$ cat src/rtl/mem_port_arbiter.sv
// Arbitrates instruction fetch and data load/store requests onto one registered
// SRAM port, returning read data to whichever requester issued each read.
module mem_port_arbiter #(
   parameter int STARVE_MAX = 4
) (
   input  logic        clk,
   input  logic        rst,
   input  logic        inst_req,
   input  logic [31:0] inst_addr,
   output logic        inst_ack,
   output logic        inst_rvalid,
   output logic [31:0] inst_rdata,
   input  logic        data_req,
   input  logic        data_we,
   input  logic [1:0]  data_size,
   input  logic [31:0] data_addr,
   input  logic [31:0] data_wdata,
   output logic        data_ack,
   output logic        data_err,
   output logic        data_rvalid,
   output logic [31:0] data_rdata,
   output logic        sram_en,
   output logic [3:0]  sram_wen,
   output logic [31:0] sram_addr,
   output logic [31:0] sram_wdata,
   input  logic [31:0] sram_rdata,
   output logic        stallreq
);

   localparam int CW = (STARVE_MAX < 1) ? 1 : $clog2(STARVE_MAX + 1);
   localparam logic [CW-1:0] STARVE_LIMIT = CW'(STARVE_MAX);

   logic [CW-1:0] starve_reg;
   logic          starve_hit;
   logic          misaligned;
   logic          issue;
   logic          issue_read;
   logic [3:0]    wen_next;
   logic [31:0]   wdata_next;
   logic [31:0]   addr_next;

   // Two-stage owner pipeline: stage 1 matches sram_en, stage 2 matches sram_rdata.
   logic rd1_valid_reg, rd1_inst_reg;
   logic rd2_valid_reg, rd2_inst_reg;
   logic [31:0] inst_hold_reg, data_hold_reg;

   always_comb begin
      starve_hit = inst_req && (starve_reg == STARVE_LIMIT);
      data_ack   = !rst && data_req && !starve_hit;
      inst_ack   = !rst && inst_req && !data_ack;

      unique case (data_size)
         2'b00:   misaligned = 1'b0;
         2'b01:   misaligned = data_addr[0];
         2'b10:   misaligned = |data_addr[1:0];
         default: misaligned = 1'b1;
      endcase

      data_err = data_ack && misaligned;
      stallreq = (inst_req && !inst_ack) || (data_req && !data_ack);

      wen_next   = 4'b0000;
      wdata_next = 32'd0;
      if (data_we) begin
         unique case (data_size)
            2'b00: begin
               wen_next   = 4'b0001 << data_addr[1:0];
               wdata_next = {4{data_wdata[7:0]}};
            end
            2'b01: begin
               wen_next   = data_addr[1] ? 4'b1100 : 4'b0011;
               wdata_next = {2{data_wdata[15:0]}};
            end
            default: begin
               wen_next   = 4'b1111;
               wdata_next = data_wdata;
            end
         endcase
      end

      // Erroneous data requests still win the slot but never touch the SRAM.
      issue      = inst_ack || (data_ack && !misaligned);
      issue_read = inst_ack || (data_ack && !misaligned && !data_we);
      addr_next  = inst_ack ? inst_addr : data_addr;
   end

   always_ff @(posedge clk) begin
      if (rst) begin
         starve_reg    <= '0;
         sram_en       <= 1'b0;
         sram_wen      <= 4'b0000;
         sram_addr     <= 32'd0;
         sram_wdata    <= 32'd0;
         rd1_valid_reg <= 1'b0;
         rd1_inst_reg  <= 1'b0;
         rd2_valid_reg <= 1'b0;
         rd2_inst_reg  <= 1'b0;
         inst_hold_reg <= 32'd0;
         data_hold_reg <= 32'd0;
      end else begin
         if (inst_ack || !inst_req)
            starve_reg <= '0;
         else if (data_ack && starve_reg != STARVE_LIMIT)
            starve_reg <= starve_reg + 1'b1;

         if (issue) begin
            sram_en    <= 1'b1;
            sram_addr  <= {addr_next[31:2], 2'b00};
            sram_wen   <= inst_ack ? 4'b0000 : wen_next;
            sram_wdata <= inst_ack ? 32'd0 : wdata_next;
         end else begin
            sram_en    <= 1'b0;
            sram_addr  <= 32'd0;
            sram_wen   <= 4'b0000;
            sram_wdata <= 32'd0;
         end

         rd1_valid_reg <= issue_read;
         rd1_inst_reg  <= inst_ack;
         rd2_valid_reg <= rd1_valid_reg;
         rd2_inst_reg  <= rd1_inst_reg;

         if (inst_rvalid) inst_hold_reg <= sram_rdata;
         if (data_rvalid) data_hold_reg <= sram_rdata;
      end
   end

   always_comb begin
      inst_rvalid = !rst && rd2_valid_reg && rd2_inst_reg;
      data_rvalid = !rst && rd2_valid_reg && !rd2_inst_reg;
      inst_rdata  = inst_rvalid ? sram_rdata : inst_hold_reg;
      data_rdata  = data_rvalid ? sram_rdata : data_hold_reg;
   end

endmodule
$ cat config.mk
export PLATFORM = sky130hd
export DESIGN_NAME = mem_port_arbiter
export DESIGN_NICKNAME = d
export VERILOG_FILES = /design/src/rtl/mem_port_arbiter.sv
export SDC_FILE = /design/constraint.sdc
export NUM_CORES = 1
export LEC_CHECK = 0
export CORE_MARGIN = 3
export CORE_UTILIZATION = 36
export DETAILED_ROUTE_END_ITERATION = 12
export MAX_ROUTING_LAYER = met4
export PLACE_DENSITY = 0.84
export SYNTH_ARGS = -nofsm -noshare
export SYNTH_HDL_FRONTEND = slang
export SYNTH_SLANG_ARGS = --single-unit
$ cat constraint.sdc
create_clock -name clk -period 1.8 [get_ports clk]
set_input_delay 0.45 -clock clk [delete_from_list [all_inputs] [get_ports clk]]
set_output_delay 0.45 -clock clk [all_outputs]
set_load 0.02 [all_outputs]
==> results of run 1 <==
## stage by stage
| stage | power [uW] | TNS (ps) | util | instance area, um^2 | worst slack [ps] |
|---|---|---|---|---|---|
| 6_report | 8299 | -22740 | 0.6650 | 9702 | -411.8 |
| 5_1_grt | 8601 | -27120 | 0.6648 | 9699 | -472.4 |
| 4_1_cts | 8345 | -25250 | 0.6401 | 9339 | -430.0 |
| 3_5_place_dp | 4370 | -72730 | 0.5843 | 8524 | -733.6 |
| 3_3_place_gp | 4355 | -70890 | 0.5843 | 8524 | -726.1 |
| 2_1_floorplan | 3703 | -965.2 | - | 5403 | -34.73 |
## worst reg2reg max path, cell delays in order (launching register included)
cell	delay, ps
dfxtp_2	340
inv_2	50
ha_4	150
buf_6	120
a21boi_4	150
buf_4	150
buf_12	140
o21ai_2	80
buf_12	160
buf_12	150
nor3_1	180
## power groups by stage
stage,clock [uW],sequential [uW],combinational (uW)
6_report,3960,3170,1160
5_1_grt,4190,3180,1240
4_1_cts,4030,3170,1140
3_5_place_dp,0,3240,1130
3_3_place_gp,0,3240,1120
2_1_floorplan,0,3340,366
## area by class of cell
cell class | instances | area, um^2 | share of cell area
antenna | 1 | 2.502 | 0.0002579
clock buffer | 21 | 450.4 | 0.04643
clock inverter | 11 | 217.7 | 0.02244
inverter | 14 | 57.56 | 0.005932
multi-input combinational | 325 | 2650 | 0.2731
sequential | 138 | 2768 | 0.2853
tap | 184 | 230.2 | 0.02373
timing repair buffer | 324 | 3326 | 0.3428
## logic make-up after synthesis
group	share of synthesized area
fa+ha+maj	0.004657
other cells	0.0006980
simple gates	0.1609
buf+inv	0.04821
mux	0.1975
compound gates	0.07383
flops	0.5142
## path summary, 6_finish.rpt
kind | end | slack, ps | cells past startpoint
max | data_rdata[7] | -410 | 5
min | rd2_inst_reg | 430 | 1
max reg2reg | sram_wen[2] | 60 | 10
min reg2reg | rd2_inst_reg | 430 | 1
## synthesized netlist by cell type (4+ instances only)
master / count
o21ai_0: 31
nand3_1: 30
inv_1: 13
nor3_1: 38
dfxtp_1: 138
mux2_1: 6
nor2_1: 4
buf_4: 7
mux2i_1: 25
a21oi_1: 35
mux2_2: 66
buf_2: 12
nor2b_1: 68
clkbuf_1: 21
## routing by layer
layer,vias up,global-route usage
met5,-,-
met1,2383,0.2345
li1,2379,-
met4,0,0.07054
met2,209,0.3509
met3,13,0.06500
## what timing repair did
item,in CTS,in global routing
hold buffers,0,0
pin swaps,7,4
resized for setup,427,104
buffers inserted,8,7
gates cloned,3,2
setup endpoints to repair,169,165
==> impl_results.md, run 1 <==
- Run status: finished, violations left
- Synth top area share: 0.5142
- # IOs: 274
- Clock skew: 9.440 ps
- PwrDens: 855.4 mW/mm^2
- Routed wire length: 17.92 mm
- Final std cells w/o fill: 1,018
- Max clock buf depth: 2
- Clock latency at the later pin of the worst-skew pair: 410 ps
- RSZ-0062 raised after global routing: yes
- Via count: 4,984
- Overflow after GRT: 0
- Peak VDD IR: 0.0006623 V
- Fin Hold WS: 433.2 ps
- H-tree depth: 4
- Switching power: 1891 uW
- Layout overhead on the synthesized area: 80.58%
- Die H: 128.2 um
- Gr usage total: 0.2082
- Placed Cells: 969
- Seq pwr share: 0.382
- CP required: 1350 ps
- Number of remaining DRC errors: 0
- Rows: 44
- First-pass iteration count of the detailed router: 4
- Dominant cell type by area after synthesis: dfxtp_1
- Met2 WL post-DR: 9.099 mm
- Post-synth EDFFs: 0
- Routed met3 length: 1.495 mm
- Largest net degree at the start of global routing: 62
- Synth area leaders: dfxtp_1, mux2_2, nor2b_1
- Slack of the critical path: -411.8 ps
- Max Fclk: 452.1 MHz
- CP startpoint kind: register
- Initial antenna violation count: 0
- Critical path class: reg2out
- CORE AREA: 0.01459 mm^2
- Initial Utilization: 0.3683
- Top sig layer: met4
- Switching fraction of total power: 0.2278
- RePlAce Congestion: 0.7577
- Mapped Cells: 518
- Num CTS Buffers: 17
- Vias in the first global route: 5,039
- Failing checks: setup timing
- Arrival @ worst endpoint: 1760 ps
- Layout cells sized above 1: 0.3181
- Root Driver: clkbuf_16
- # Max-Cap Violations: 0
- Post-synth cell types: 33
- Syn. warnings: 0
- Clk pwr share: 0.477
- Leakage: 0.004765 uW
- Synthesis-stage register bit count: 138
- Slew HR: 0.5737
- Crit path capture type: output port
- Final setup viols: 69
- Ys async rst share: 0
- Seq/Total Area, Yosys: 0.5142
- Crit-path slowest cell: mux2_2
- Top FF cell, synth: dfxtp_1
- Slew Viols, Final: 0
- Average size of a mapped cell: 10.37 um^2
- Wl on met1: 7.114 mm
- Final period utilization: 1.229
- Clk slew on worst S/H paths: 50 ps
- Min cycle time layout: 2212 ps
- Die area: 0.01643 mm^2
- Combinational Power Share: 0.140
- Max stage delay on crit path: 360 ps
- CP bufs+invs: 3
- Setup crit start: rd2_inst_reg
- Hold_sp: rd1_inst_reg
- Post-DP HPWL: 11.70 mm
- Synthesized cell area: 0.005373 mm^2
- Post-DRT Antenna Nets: 0
- CP top delay family: buffers and inverters
- Worst path cell trace: nor3b_4 > buf_6 > buf_12 > mux2_2 > buf_4
- # fillers: 1,104
- Actual slew at the worst max-slew pin: 639.5 ps
- CP Max Fanout: 12
- Nets: 957
- Buffers on Ports: 269
- Vias/cell: 4.896
- Commonest non-fill, non-tap cell in the layout: dfxtp_1
- Sink Count: 138
- Initial DRC Count: 232
- Internal: 6409 uW
- Worst hold path type: reg2reg
- CTS tree: done
- Die Span X: 128.2 um
- Final hold vios: 0
- First-pass GRT wire length: 25.84 mm
- WL/cell: 17.60 um
- Worst R2R Start: starve_reg[1]
- Commonest non-fill, non-tap cells in the layout: dfxtp_1, clkdlybuf4s50_1, nor2b_1, buf_6, buf_4
(Power assumes the default switching activity.)
==> inputs of run 2 (changes only) <==
- SKIP_CTS_REPAIR_TIMING: not set -> 1
==> run 2 against run 1 <==
  * The flow still finishes with violations (setup timing)
  * Power increased by 0.29%
  * Sequential power about the same
  * Clock power about the same
  * Sequential share of layout area about the same
  * Largest cell class unchanged
  * Fmax increased by 1.2%
  * Highest routed layer unchanged
  * Critical endpoint is now data_rdata[29]
==> impl_results.md, run 2 (same netlist as run 1, synthesis figures left out) <==
- Run status: finished, violations left
- Failing checks: setup timing
- Commonest non-fill, non-tap cells in the layout: dfxtp_1, clkdlybuf4s50_1, dlymetal6s2s_1, nor2b_1, buf_4
- Internal: 6439 uW (+0.47%)
- Clock skew: 6.947 ps (-2.494 ps)
- Gr usage total: 0.1966 (-0.01165)
- # Max-Cap Violations: 0 (unchanged)
- Vias in the first global route: 4,909 (-2.6%)
- Clk pwr share: 0.476 (about the same)
- Number of remaining DRC errors: 0 (unchanged)
- Placed Cells: 969 (unchanged)
- Initial DRC Count: 186 (-20%)
- Slack of the critical path: -386.2 ps (+25.53 ps)
- PwrDens: 858.5 mW/mm^2 (+0.36%)
- Layout cells sized above 1: 0.2848 (-0.03328)
- Max Fclk: 457.4 MHz (+1.2%)
- CORE AREA: 0.01459 mm^2 (unchanged)
- Post-DP HPWL: 11.70 mm (unchanged)
- Final hold vios: 0 (unchanged)
- WL/cell: 17.34 um (-1.5%)
- Largest net degree at the start of global routing: 62 (unchanged)
- Seq pwr share: 0.381 (about the same)
- Rows: 44 (unchanged)
- CP startpoint kind: register
- Total power: 8324 uW (+0.29%)
- Sink Count: 138 (unchanged)
- CP required: 1350 ps (about the same)
- RSZ-0062 raised after global routing: yes
- Arrival @ worst endpoint: 1740 ps (-20 ps)
- CTS tree: done
- Vias/cell: 4.944 (+0.99%)
- ANT cells: 0 (-1)
- Root Driver: clkbuf_16
- First-pass GRT wire length: 24.46 mm (-5.3%)
- Leakage: 0.005175 uW (+8.6%)
- R2R Setup Slk: 100 ps (+40 ps)
- Clk slew on worst S/H paths: 60 ps (about the same)
- # IOs: 274 (unchanged)
- Actual slew at the worst max-slew pin: 638.7 ps (-0.8383 ps)
- Max clock buf depth: 2 (unchanged)
- First-pass iteration count of the detailed router: 4 (unchanged)
- Worst hold path type: reg2reg
- Die area: 0.01643 mm^2 (unchanged)
- Critical path class: reg2out
- Die H: 128.2 um (unchanged)
- Final std cells w/o fill: 1,009 (-0.88%)
- Routed wire length: 17.49 mm (-2.4%)
- Initial antenna violation count: 0 (unchanged)
- Overflow after GRT: 0 (unchanged)
- RePlAce Congestion: 0.7577 (unchanged)
- Slew Viols, Final: 0 (unchanged)
- Switching power: 1885 uW (-0.30%)
- Layout overhead on the synthesized area: 80.46% (about the same)
- Crit path capture type: output port
- Num CTS Buffers: 17 (unchanged)
- Switching fraction of total power: 0.2265 (-0.001342)
- Commonest non-fill, non-tap cell in the layout: dfxtp_1
- Clock latency at the later pin of the worst-skew pair: 410 ps (about the same)
- Slew HR: 0.5742 (about the same)
- Peak VDD IR: 0.0006589 V (-0.51%)
- Via count: 4,989 (+0.10%)
- H-tree depth: 4 (unchanged)
- Final period utilization: 1.215 (-0.01418)
- CP Max Fanout: 6 (-6)
- Min cycle time layout: 2186 ps (-25.53 ps)
- Combinational Power Share: 0.143 (+0.003)
- Final setup viols: 69 (unchanged)
- Nets: 949 (-0.84%)
- Buffers on Ports: 269 (unchanged)
- Die Span X: 128.2 um (unchanged)
- Post-DRT Antenna Nets: 0 (unchanged)
- Initial Utilization: 0.3683 (unchanged)
[run 2: stage by stage]
stage	hold slack, ps	setup slack [ps]	util	setup TNS, ps	instance area, um^2
finish	434.7	-386.2	0.6646	-22100	9696
global route	451.1	-455.0	0.6646	-27040	9696
CTS	439.0	-906.2	0.6301	-67720	9193
detailed placement	425.5	-733.6	0.5843	-72730	8524
global placement	417.9	-726.1	0.5843	-70890	8524
floorplan	413.8	-34.73	-	-965.2	5403
[run 2: worst paths after layout]
path,to,from,depth (start not counted)
worst max register to register,sram_wen[0],starve_reg[1],9
worst min-delay path,rd2_inst_reg,rd1_inst_reg,1
worst min register to register,rd2_inst_reg,rd1_inst_reg,1
worst max-delay path,data_rdata[29],rd2_valid_reg,5
[run 2: layout make-up]
| cell class | instances | area (um^2) |
|---|---|---|
| Fill cell | 1072 | 4893 |
| Timing Repair Buffer | 316 | 3403 |
| Sequential cell | 138 | 2768 |
| Multi-Input combinational cell | 325 | 2574 |
| Clock buffer | 21 | 450.4 |
| Tap cell | 184 | 230.2 |
| Clock inverter | 11 | 217.7 |
| Inverter | 14 | 52.55 |
[run 2: power by group through the flow]
stage	Clock [uW]	Sequential [uW]	Combinational, uW
after global placement	0	3240	1120
final	3960	3170	1190
after global routing	4180	3180	1260
after floorplan	0	3340	366
after detailed placement	0	3240	1130
after CTS	4030	3170	1140
[run 2: routing by layer]
metal | vias up | part of all wire | track usage
li1 | 2371 | - | -
met1 | 2390 | 0.41 | 0.2242
met2 | 205 | 0.50 | 0.3262
met3 | 23 | 0.078 | 0.06208
met4 | 0 | 0.020 | 0.06866
met5 | - | 0 | -
[run 2: critical path: stages, from the launching register on]
cell	delay [ps]
dfxtp_2	320
nor3b_4	200
buf_6	180
clkbuf_16	170
mux2_4	310
buf_6	130
